### src/rtl/imem_loader.sv
// imem_loader: boot-time loader that takes a framed byte stream over valid/ready,
// assembles little-endian 32-bit words into imem from address 0, checks an XOR
// checksum over the payload, and then releases the cpu via cpu_run.
module imem_loader #(
  parameter int ADDR_W = 6
) (
  input  logic              clk,
  input  logic              rst,
  input  logic              rx_valid,
  output logic              rx_ready,
  input  logic [7:0]        rx_data,
  output logic              imem_we,
  output logic [ADDR_W-1:0] imem_addr,
  output logic [31:0]       imem_wdata,
  output logic              cpu_run,
  output logic              error,
  output logic              busy,
  output logic [ADDR_W:0]   words_loaded
);

  localparam int CNT_W = ADDR_W + 1;
  // Largest legal word count, widened to 17 bits so the full 16-bit N compares cleanly.
  localparam logic [16:0] CAPACITY = 17'(1) << ADDR_W;

  typedef enum logic [2:0] {
    HDR0,
    HDR1,
    PAYLOAD,
    CHECK,
    DONE,
    ERROR
  } state_t;

  state_t           state;
  logic [7:0]       n_lo;
  logic [CNT_W-1:0] n_words;
  logic [1:0]       byte_idx;
  logic [CNT_W-1:0] word_idx;
  logic [31:0]      asm_word;
  logic [7:0]       csum;

  logic             accept;
  logic [16:0]      n_full;
  logic [CNT_W-1:0] word_idx_nxt;

  // Byte acceptance is decoded straight from the state so a byte can land every cycle.
  always_comb begin
    rx_ready     = (state == HDR0) || (state == HDR1) || (state == PAYLOAD) || (state == CHECK);
    accept       = rx_valid && rx_ready;
    n_full       = {1'b0, rx_data, n_lo};
    word_idx_nxt = word_idx + CNT_W'(1);
  end

  // Frame FSM with all outputs registered; the last write and cpu_run can never overlap.
  always_ff @(posedge clk) begin
    if (rst) begin
      state        <= HDR0;
      n_lo         <= '0;
      n_words      <= '0;
      byte_idx     <= '0;
      word_idx     <= '0;
      asm_word     <= '0;
      csum         <= '0;
      imem_we      <= 1'b0;
      imem_addr    <= '0;
      imem_wdata   <= '0;
      cpu_run      <= 1'b0;
      error        <= 1'b0;
      busy         <= 1'b1;
      words_loaded <= '0;
    end else begin
      imem_we <= 1'b0;
      if (accept) begin
        case (state)
          HDR0: begin
            n_lo  <= rx_data;
            state <= HDR1;
          end
          HDR1: begin
            if (n_full > CAPACITY) begin
              state <= ERROR;
              error <= 1'b1;
              busy  <= 1'b0;
            end else if (n_full == 17'd0) begin
              state <= CHECK;
            end else begin
              n_words <= n_full[CNT_W-1:0];
              state   <= PAYLOAD;
            end
          end
          PAYLOAD: begin
            asm_word[{byte_idx, 3'b000} +: 8] <= rx_data;
            csum     <= csum ^ rx_data;
            byte_idx <= byte_idx + 2'd1;
            if (byte_idx == 2'd3) begin
              imem_we      <= 1'b1;
              imem_addr    <= word_idx[ADDR_W-1:0];
              imem_wdata   <= {rx_data, asm_word[23:0]};
              word_idx     <= word_idx_nxt;
              words_loaded <= word_idx_nxt;
              if (word_idx_nxt == n_words) begin
                state <= CHECK;
              end
            end
          end
          CHECK: begin
            busy <= 1'b0;
            if (rx_data == csum) begin
              state   <= DONE;
              cpu_run <= 1'b1;
            end else begin
              state <= ERROR;
              error <= 1'b1;
            end
          end
          default: begin
          end
        endcase
      end
    end
  end

endmodule

### config.mk
export PLATFORM = sky130hd
export DESIGN_NAME = imem_loader
export DESIGN_NICKNAME = d
export VERILOG_FILES = /design/src/rtl/imem_loader.sv
export SDC_FILE = /design/constraint.sdc
export NUM_CORES = 1
export LEC_CHECK = 0
export CORE_AREA = 2 2 114 83
export DETAILED_ROUTE_END_ITERATION = 7
export DIE_AREA = 0 0 116 85
export PLACE_DENSITY_LB_ADDON = 0.1
export SLEW_MARGIN = 10
export SYNTH_ARGS = -nofsm -noshare
export SYNTH_HDL_FRONTEND = slang
export SYNTH_SLANG_ARGS = --single-unit
### constraint.sdc
create_clock -name clk -period 2.1 [get_ports clk]
set_input_delay 0.315 -clock clk [delete_from_list [all_inputs] [get_ports clk]]
set_output_delay 0.315 -clock clk [all_outputs]
set_load 0.005 [all_outputs]
After elaboration in Yosys (flattened, before gate mapping). Index checks and enable logic that the tools add are counted.

Output and inout bits: 50. Word-level logic and storage cells: 64. Flip-flop bits (word level): 109. Bits of input ports: 11.

Eq/ne operators: 10. Reduce and logical (&&, ||, !) cells: 17. Order comparisons: 1. Mux-type cells: 13. Shifts and indexed selects: 2. Add/subtract/negate cells: 3. Bitwise logic cells: 5.

Operators by type and width (count): bitwise mux 32 bit (1); variable shift 8 x 7 -> 32 bit (first input constant) (1); variable part select 8 x 7 -> 32 bit (1); zero test 17 bit (1); > comparator 16 x 7 -> 1 bit (second input constant) (1); case mux 3 bit (4 select lines) (1); AND reduction 4 bit (3); 2-to-1 mux 3 bit (3); AND reduction 3 bit (3); == test 8 bit (1); XOR 8 bit (1); adder 7 x 1 -> 7 bit (second input constant) (1); == test 7 bit (1); negation 5 -> 7 bit (1); == test 3 x 2 -> 1 bit (second input constant) (2); 2-to-1 mux 1 bit (6); inequality test 2 x 1 -> 1 bit (second input constant) (3); inverter 1 bit (4); case mux 1 bit (2 select lines) (2); AND reduction 2 bit (2); nonzero test 4 bit (1); == test 3 x 1 -> 1 bit (second input constant) (1); zero test 3 bit (1); logical OR 1 bit (3); 6 further kinds (6).

Depth between registers and ports, before layout. Gate-level depths: netlist (run 1).

Word-level depth: 7. Mapped depth: 7. Depth with buffers taken out: 6.

Worst setup path before layout (run 1). No wires, ideal clock.

Kind: reg-to-reg. Start: register byte_idx[0]. End: register asm_word[0]. Cell stages (with the launch flop): 6. Data required time: 2.030 ns. Period minus slack after synthesis: 1.723 ns. Library setup time: 0.070 ns. Data arrival time: 1.653 ns. Path slack: 0.377 ns. Path buffers: 0. Cell sequence: dfxtp_1 > inv_1 > ha_1 > nor3b_1 > nand3_1 > a21oi_1.

Word-level cells in the longest chain between the ends: 3. Elaborated cells on any way between the ends: 4. Those cells by class: add/sub (1); shift (2); mux (1).

RTL lines: from (decl) (line 37) `logic [1:0] byte_idx;`; from (signal assigned) (line 94) `byte_idx <= byte_idx + 2'd1;`; negation 5 -> 7 bit (*) (line 92) `asm_word[{byte_idx, 3'b000} +: 8] <= rx_data;`; variable part select 8 x 7 -> 32 bit / variable shift 8 x 7 -> 32 bit (equally long branches) (line 92); bitwise mux 32 bit (*) (line 92); to (signal, indexed assignment) (line 92); to (decl) (line 39) `logic [31:0] asm_word;`.

Mark *: on every way between the ends. The rest lies on a longest branch, timed or not. A chain may end at the register's enable or synchronous reset.

Worst setup path in the final report (run 1).
Start: input port rx_data[7]. End: register state[0].

Word-level cells in the longest chain between the ends: 4. Elaborated cells on any way between the ends: 7. Those cells by class: order compare (1); eq/ne (1); mux (4); reduce/logical (1).

RTL lines: from (decl) (line 11) `input logic [7:0] rx_data,`; parallel branches: the longest is 3 deep, another holds > comparator 16 x 7 -> 1 bit; case mux 3 bit (4 select lines) (*) (line 74) `case (state)`; to (signal assigned) (line 77) `state <= HDR1;`; to (signal assigned) (line 81) `state <= ERROR;`; to (signal assigned) (line 85) `state <= CHECK;`; to (decl) (line 34) `state_t state;`.

Mark *: on every way between the ends.

==> results by group, run 1 <==
Run status
  • Run status: complete, no violations

Power and ir drop
  • Power density of the placed cells: between 700 and 800 nW/um2
  • Power share of the clock group: between 40% and 50%
  • Worst vdd ir: about 0.43 mV
  • Part of the total power dissipated in combinational logic: approximately 4.6%
  • Net load switching power: between 0.0008 and 0.0009 W
  • Switching Share: between 20 and 25%
  • Overall power consumption: 0.00376 W
  • Leakage power: approximately 1.8 nW
  • Portion of total power attributed to sequential cells: between 50% and 60%
  • Internal: 0.00292 W

Clock network
  • Sink count of the clock tree: around 100
  • Clock buffers created by TritonCTS: 9
  • Maximum number of buffers from clock root to sink: 2
  • Number of gates resized after CTS: 0
  • CTS tree: done
  • CTS clk-pin slew, worst paths: 0.07 ns
  • Source-to-sink clock delay at the later pin of the worst-skew pair: 0.35 ns
  • Postcts setup bufs: 0
  • Clk root buf: sky130_fd_sc_hd__clkbuf_16
  • H-tree lvl count: 3
  • Cts-stage hold buffer count: 0

Yosys
  • Top area cells in the synthesized netlist: sky130_fd_sc_hd__dfxtp_1 49%, sky130_fd_sc_hd__nand2_1 12%, sky130_fd_sc_hd__a21oi_1 9.4%
  • Top-area cell type share of the netlist area: between 40% and 50%
  • Count of mapped cells out of synthesis: 500
  • Flip-flop and latch count after synthesis: between 100 and 150
  • Synthesized netlist net count: about 520
  • Synth Warn #: 0
  • Per-instance average area after synthesis: just over 8 um2
  • Netlist area before placement: approximately 4100 um2
  • Dominant cell type by area after synthesis: sky130_fd_sc_hd__dfxtp_1
  • Unique cell type count in the Yosys netlist: 38
  • Portion of the post-synthesis area used by sequential elements: 49.4%

Final layout
  • Final net count: 582
  • Commonest non-fill, non-tap cell in the layout: sky130_fd_sc_hd__nand2_1
  • Area growth from synthesis to layout: 27.1%
  • Core utilization of the finished layout: 59.2%
  • Total non-filler cell area in the finished layout: roughly 5200 um2
  • Share of post-route cells with drive strength above 1: slightly above 9%
  • Commonest non-fill, non-tap cells in the layout: 136 x sky130_fd_sc_hd__nand2_1, 101 x sky130_fd_sc_hd__dfxtp_1, 77 x sky130_fd_sc_hd__a21oi_1
  • ANT cells: 0

Die
  • Die H: 85 um
  • Overall die width: roughly 120 um
  • Area inside the core boundary: ~8800 um2
  • Starting utilization of the core area: a little under half
  • Boundary Pins: 61
  • DIE AREA: ~10000 um2
  • Num rows: 29

Place
  • Routability-driven placement congestion ratio: 0.868
  • Dpl ws: -0.0744 ns
  • Cell Area, Placed: between 4000 and 5000 um2
  • Buffers on Ports: 60
  • Half-perimeter wire length after detailed placement: between 6000 and 7000 um

Hold path
  • Path class of the lowest-slack min-delay path: input port to flop

Route
  • Routed length per instance: 14.1 um
  • Antenna viol nets, final: 0
  • Router iterations before antenna repair: 4
  • Vias/cell: a little over 5
  • DR vias: 3493
  • Residual DRC: 0
  • Number of DRC violations after detailed-routing iteration 0: 269
  • Aggregate routed wire length: 9800 um

Timing
  • Final setup vio count: 0
  • Actual slew at the worst max-slew pin: roughly 0.56 ns
  • Sum Neg Setup Slack: 0 ns
  • Setup repair after global routing missed its margin: no
  • Count of pins over their slew limit: 0
  • Post-route fraction of the period consumed by the critical path: just under 90%
  • Largest clock skew in the final design: 0.00415 ns
  • Maximum clock frequency: around 0.54 GHz
  • Final period demand of the worst path: 1.84 ns
  • Post-layout worst setup margin: between 0.2 and 0.3 ns
  • Final hold vios: 0
  • Worst relative slew slack: between 60% and 70%

Setup path
  • Setup Crit Path Kind: input port to flop
  • CP max FO: 4
  • Required time of the critical path: about 2.4 ns
  • Type of origin of the critical path: input port
  • Crit path capture type: flop
  • Arrival @ worst endpoint: 2.13 ns

GRT
  • Maximum number of pins on one net before global-route repair: 47
  • Overall routing resource usage: a little over a fifth
  • Final global-route overflow total: 0
  • Via count of the first global-routing pass: about 3300
  • Number of antenna violations at the first check in global routing: 0
  • Global-route wire length before repair: 16400 um

Job
  • Max Cap Viol: 0
cell usage after synthesis (all sizes together):
library cell / count
and2: 4
dfxtp: 101
and4bb: 1
a2111oi: 1
and4: 1
mux2i: 8
or2: 2
inv: 5
nand3: 29
nor2b: 1
o221ai: 1
xnor2: 12
nand2b: 2
nor4: 3
o221a: 1
nor3b: 4
a21oi: 77
and3: 2
nor3: 2
or3: 2
o21ai: 1
a41oi: 1
xor2: 20
clkbuf: 15
buf: 21
nand2: 136
a21o: 1
nor2: 33
a211oi: 1
a41o: 1
nand3b: 2
ha: 6
nand4: 2
a31oi: 1
layout make-up:
cell class	count	area [um2]
sequential	101	2020
inverter	5	18.8
clock buffer	10	229
timing repair buffer	90	833
clock inverter	6	63.8
multi-input combinational	358	1880
fill	831	3580
tap	124	155
layer usage:
metal	vias up	share of wire, %	wire length [um]	track usage (%)
met5	-	0	0	0
met3	9	4.8	468	4.79
li1	1771	-	-	-
met4	0	1.3	124	6.93
met1	1647	51	4970	31.4
met2	66	43	4240	31.3
through the flow:
| step | std cells | hold slack (ns) |
|---|---|---|
| detailed placement | 678 | 0.444 |
| CTS | 694 | 0.431 |
| global placement | 678 | 0.434 |
| floorplan | 500 | 0.432 |
| finish | 694 | 0.435 |
| global route | 694 | 0.454 |
kinds of logic (layout without fill, tap and decap cells):
family,count (synthesis),in the layout,share of synthesized area (%)
flops,101,101,49.4
fa+ha+maj,6,6,1.83
compound gates,86,86,11.5
simple gates,226,226,23.8
buf+inv,41,111,4.65
mux,8,8,1.96
xor+xnor,32,32,6.85
critical path, stage by stage:
cell,delay (ns)
sky130_fd_sc_hd__clkdlybuf4s50_1,0.55
sky130_fd_sc_hd__buf_4,0.14
sky130_fd_sc_hd__xor2_1,0.15
sky130_fd_sc_hd__nor3_1,0.06
sky130_fd_sc_hd__and4_1,0.22
sky130_fd_sc_hd__a2111oi_0,0.44
sky130_fd_sc_hd__o221a_2,0.26
power by group through the flow:
stage	Clock, W	Sequential (W)	Combinational (W)
global placement	0	0.00199	0.000172
floorplan	0	0.00198	0.0000990
detailed placement	0	0.00199	0.000173
CTS	0.00167	0.00194	0.000174
finish	0.00164	0.00195	0.000173
global route	0.00174	0.00195	0.000192
worst paths after layout:
check | endpoint | start | slack, ns | cells after the start
worst min register to register | imem_wdata[1] | imem_wdata[1] | 0.45 | 2
worst max-delay path | state[0] | rx_data[7] | 0.26 | 7
worst max register to register | state[0] | word_idx[0] | 0.32 | 5
worst min-delay path | word_idx[5] | rst | 0.44 | 2
flip-flops by register name, indices dropped and copies added, names as in the netlist:
register / cells
imem_addr: 6
cpu_run: 1
n_words: 7
word_idx: 7
asm_word: 24
imem_wdata: 32
state: 3
csum: 8
imem_we: 1
error: 1
byte_idx: 2
busy: 1
n_lo: 8
(Power assumes the default switching activity.)
==> run 2, diff against run 1 <==
CORE_AREA = 2 2 141 102   (was 2 2 114 83)
DIE_AREA = 0 0 143 104   (was 0 0 116 85)
HOLD_SLACK_MARGIN = 0.05   (was not set)
==> results by group, run 2 (same netlist as run 1, synthesis figures left out) <==
GRT
  • Routing usage on met2: 22.7%
  • Grt met1 use: 20.4%
  • Via count of the first global-routing pass: between 3000 and 4000
  • Layer with the highest usage: met2
  • Number of antenna violations at the first check in global routing: 0
  • Final global-route overflow total: 0
  • Grt met3 use: under 10%
  • Overall routing resource usage: 14.6%
  • Maximum number of pins on one net before global-route repair: 50
  • Global-route wire length before repair: 17200 um

Hold path
  • Path class of the lowest-slack min-delay path: flop to flop
  • WHS Endpoint: imem_wdata[9]
  • Hold Path Stages: 2
  • Critical hold path startpoint: asm_word[9]

Power and ir drop
  • Leakage power: 1.82 nW
  • Worst vdd ir: approximately 0.37 mV
  • Power density of the placed cells: roughly 710 nW/um2

Final layout
  • Area growth from synthesis to layout: 31.0%
  • Core utilization of the finished layout: between 30% and 40%
  • Total non-filler cell area in the finished layout: ~5400 um2
  • Largest register by flop count: imem_wdata
  • Commonest non-fill, non-tap cell in the layout: sky130_fd_sc_hd__nand2_1
  • Flip-flop count of the largest register after layout: 32
  • Final-layout fill cell count: 1384
  • Commonest non-fill, non-tap cells in the layout: 136 x sky130_fd_sc_hd__nand2_1, 101 x sky130_fd_sc_hd__dfxtp_1, 77 x sky130_fd_sc_hd__a21oi_1
  • Registers with the most flip-flops: imem_wdata x32, asm_word x24
  • Share of post-route cells with drive strength above 1: under 10%
  • Final net count: 583
  • ANT cells: 0

Clock network
  • CTS tree: done
  • CTS clk-pin slew, worst paths: 0.07 ns
  • Clock buffers created by TritonCTS: 9
  • Maximum number of buffers from clock root to sink: 2
  • Clk root buf: sky130_fd_sc_hd__clkbuf_16
  • Number of gates resized after CTS: 0
  • H-tree lvl count: 3
  • Sink count of the clock tree: 101
  • Cts-stage hold buffer count: 0
  • Source-to-sink clock delay at the later pin of the worst-skew pair: around 0.34 ns
  • Postcts setup bufs: 0

Setup path
  • Crit path capture type: flop
  • Type of origin of the critical path: input port
  • Beginning of the worst register-to-register path: byte_idx[0]
  • Setup Crit Path Kind: input port to flop
  • Required time of the critical path: around 2.4 ns
  • CP max FO: 4
  • Reg2reg setup slack: between 0.3 and 0.4 ns
  • End of the worst register-to-register path: asm_word[4]
  • R2R depth: 6
  • Arrival @ worst endpoint: 2.14 ns

Die
  • Starting utilization of the core area: 30.2%
  • DIE AREA: between 10000 and 15000 um2
  • Overall die width: between 100 and 150 um
  • Die H: ~100 um
  • Boundary Pins: a little over 60
  • Area inside the core boundary: 13600 um2
  • Num rows: 36

Timing
  • Final setup vio count: 0
  • Maximum clock frequency: about 0.54 GHz
  • Count of pins over their slew limit: 0
  • Final hold vios: 0
  • Largest clock skew in the final design: about 0.0074 ns
  • Final period demand of the worst path: 1.85 ns
  • Actual slew at the worst max-slew pin: between 0.6 and 0.7 ns
  • Post-route fraction of the period consumed by the critical path: roughly nine tenths
  • Setup repair after global routing missed its margin: no
  • Worst relative slew slack: between 50% and 60%

Route
  • Router iterations before antenna repair: 4
  • Antenna viol nets, final: 0
  • Residual DRC: 0
  • Vias/cell: 4.49
  • Routed length per instance: around 14 um
  • Aggregate routed wire length: between 10000 and 15000 um
  • DR vias: around 3400
  • Number of DRC violations after detailed-routing iteration 0: between 150 and 200

Place
  • Buffers on Ports: 60
  • Half-perimeter wire length after detailed placement: between 7000 and 8000 um
  • Routability-driven placement congestion ratio: between 0.8 and 0.9
  • Cell Area, Placed: a little over 5000 um2

Run status
  • Run status: complete, no violations

Job
  • Max Cap Viol: 0
[run 2: worst max path at each step]
stage | start | to | slack (ns) | cells past startpoint
final | rx_data[2] | state[0] | 0.25 | 6
after global routing | rx_data[2] | state[0] | 0.15 | 6
after CTS | rx_data[2] | state[0] | 0.28 | 6
after detailed placement | rx_data[2] | state[0] | -0.07 | 6
after global placement | rx_data[7] | n_words[5] | -0.06 | 7
after floorplan | byte_idx[0] | asm_word[0] | 0.38 | 5
[run 2: critical path, stage by stage]
cell,delay [ns]
sky130_fd_sc_hd__clkdlybuf4s50_1,0.60
sky130_fd_sc_hd__xor2_1,0.20
sky130_fd_sc_hd__nor4_1,0.08
sky130_fd_sc_hd__and4_1,0.23
sky130_fd_sc_hd__a2111oi_0,0.45
sky130_fd_sc_hd__o221a_2,0.26
[run 2: cell type report]
type / count / area, um2 / share of cell area, %
well taps: 190 / 238 / 4.43
multi-input cells: 358 / 1880 / 35.1
clock inverters: 5 / 61.3 / 1.14
inverters: 5 / 18.8 / 0.350
flip-flops and latches: 101 / 2020 / 37.7
clock buffers: 10 / 239 / 4.46
repair buffers: 91 / 903 / 16.8
[run 2: layer usage]
metal,share of wire (%),up-vias
met5,0,-
met4,0.91,0
met3,3.2,10
met2,43,52
met1,53,1585
li1,-,1769
[run 2: through the flow]
step	TNS [ns]	hold slack, ns	power (W)	setup slack (ns)	cells
after global routing	0	0.461	0.00395	0.153	760
after floorplan	0	0.432	0.00208	0.377	500
after global placement	-0.284	0.440	0.00217	-0.0603	745
final	0	0.447	0.00380	0.246	760
after CTS	0	0.453	0.00386	0.279	760
after detailed placement	-0.236	0.445	0.00217	-0.0678	745
[run 2: where the power goes]
group,leakage [nW],total [W],internal [W],switching (W)
Combinational,0.872,0.000180,0.0000736,0.000107
Clock,0.137,0.00167,0.000952,0.000719
Sequential,0.815,0.00195,0.00193,0.0000161
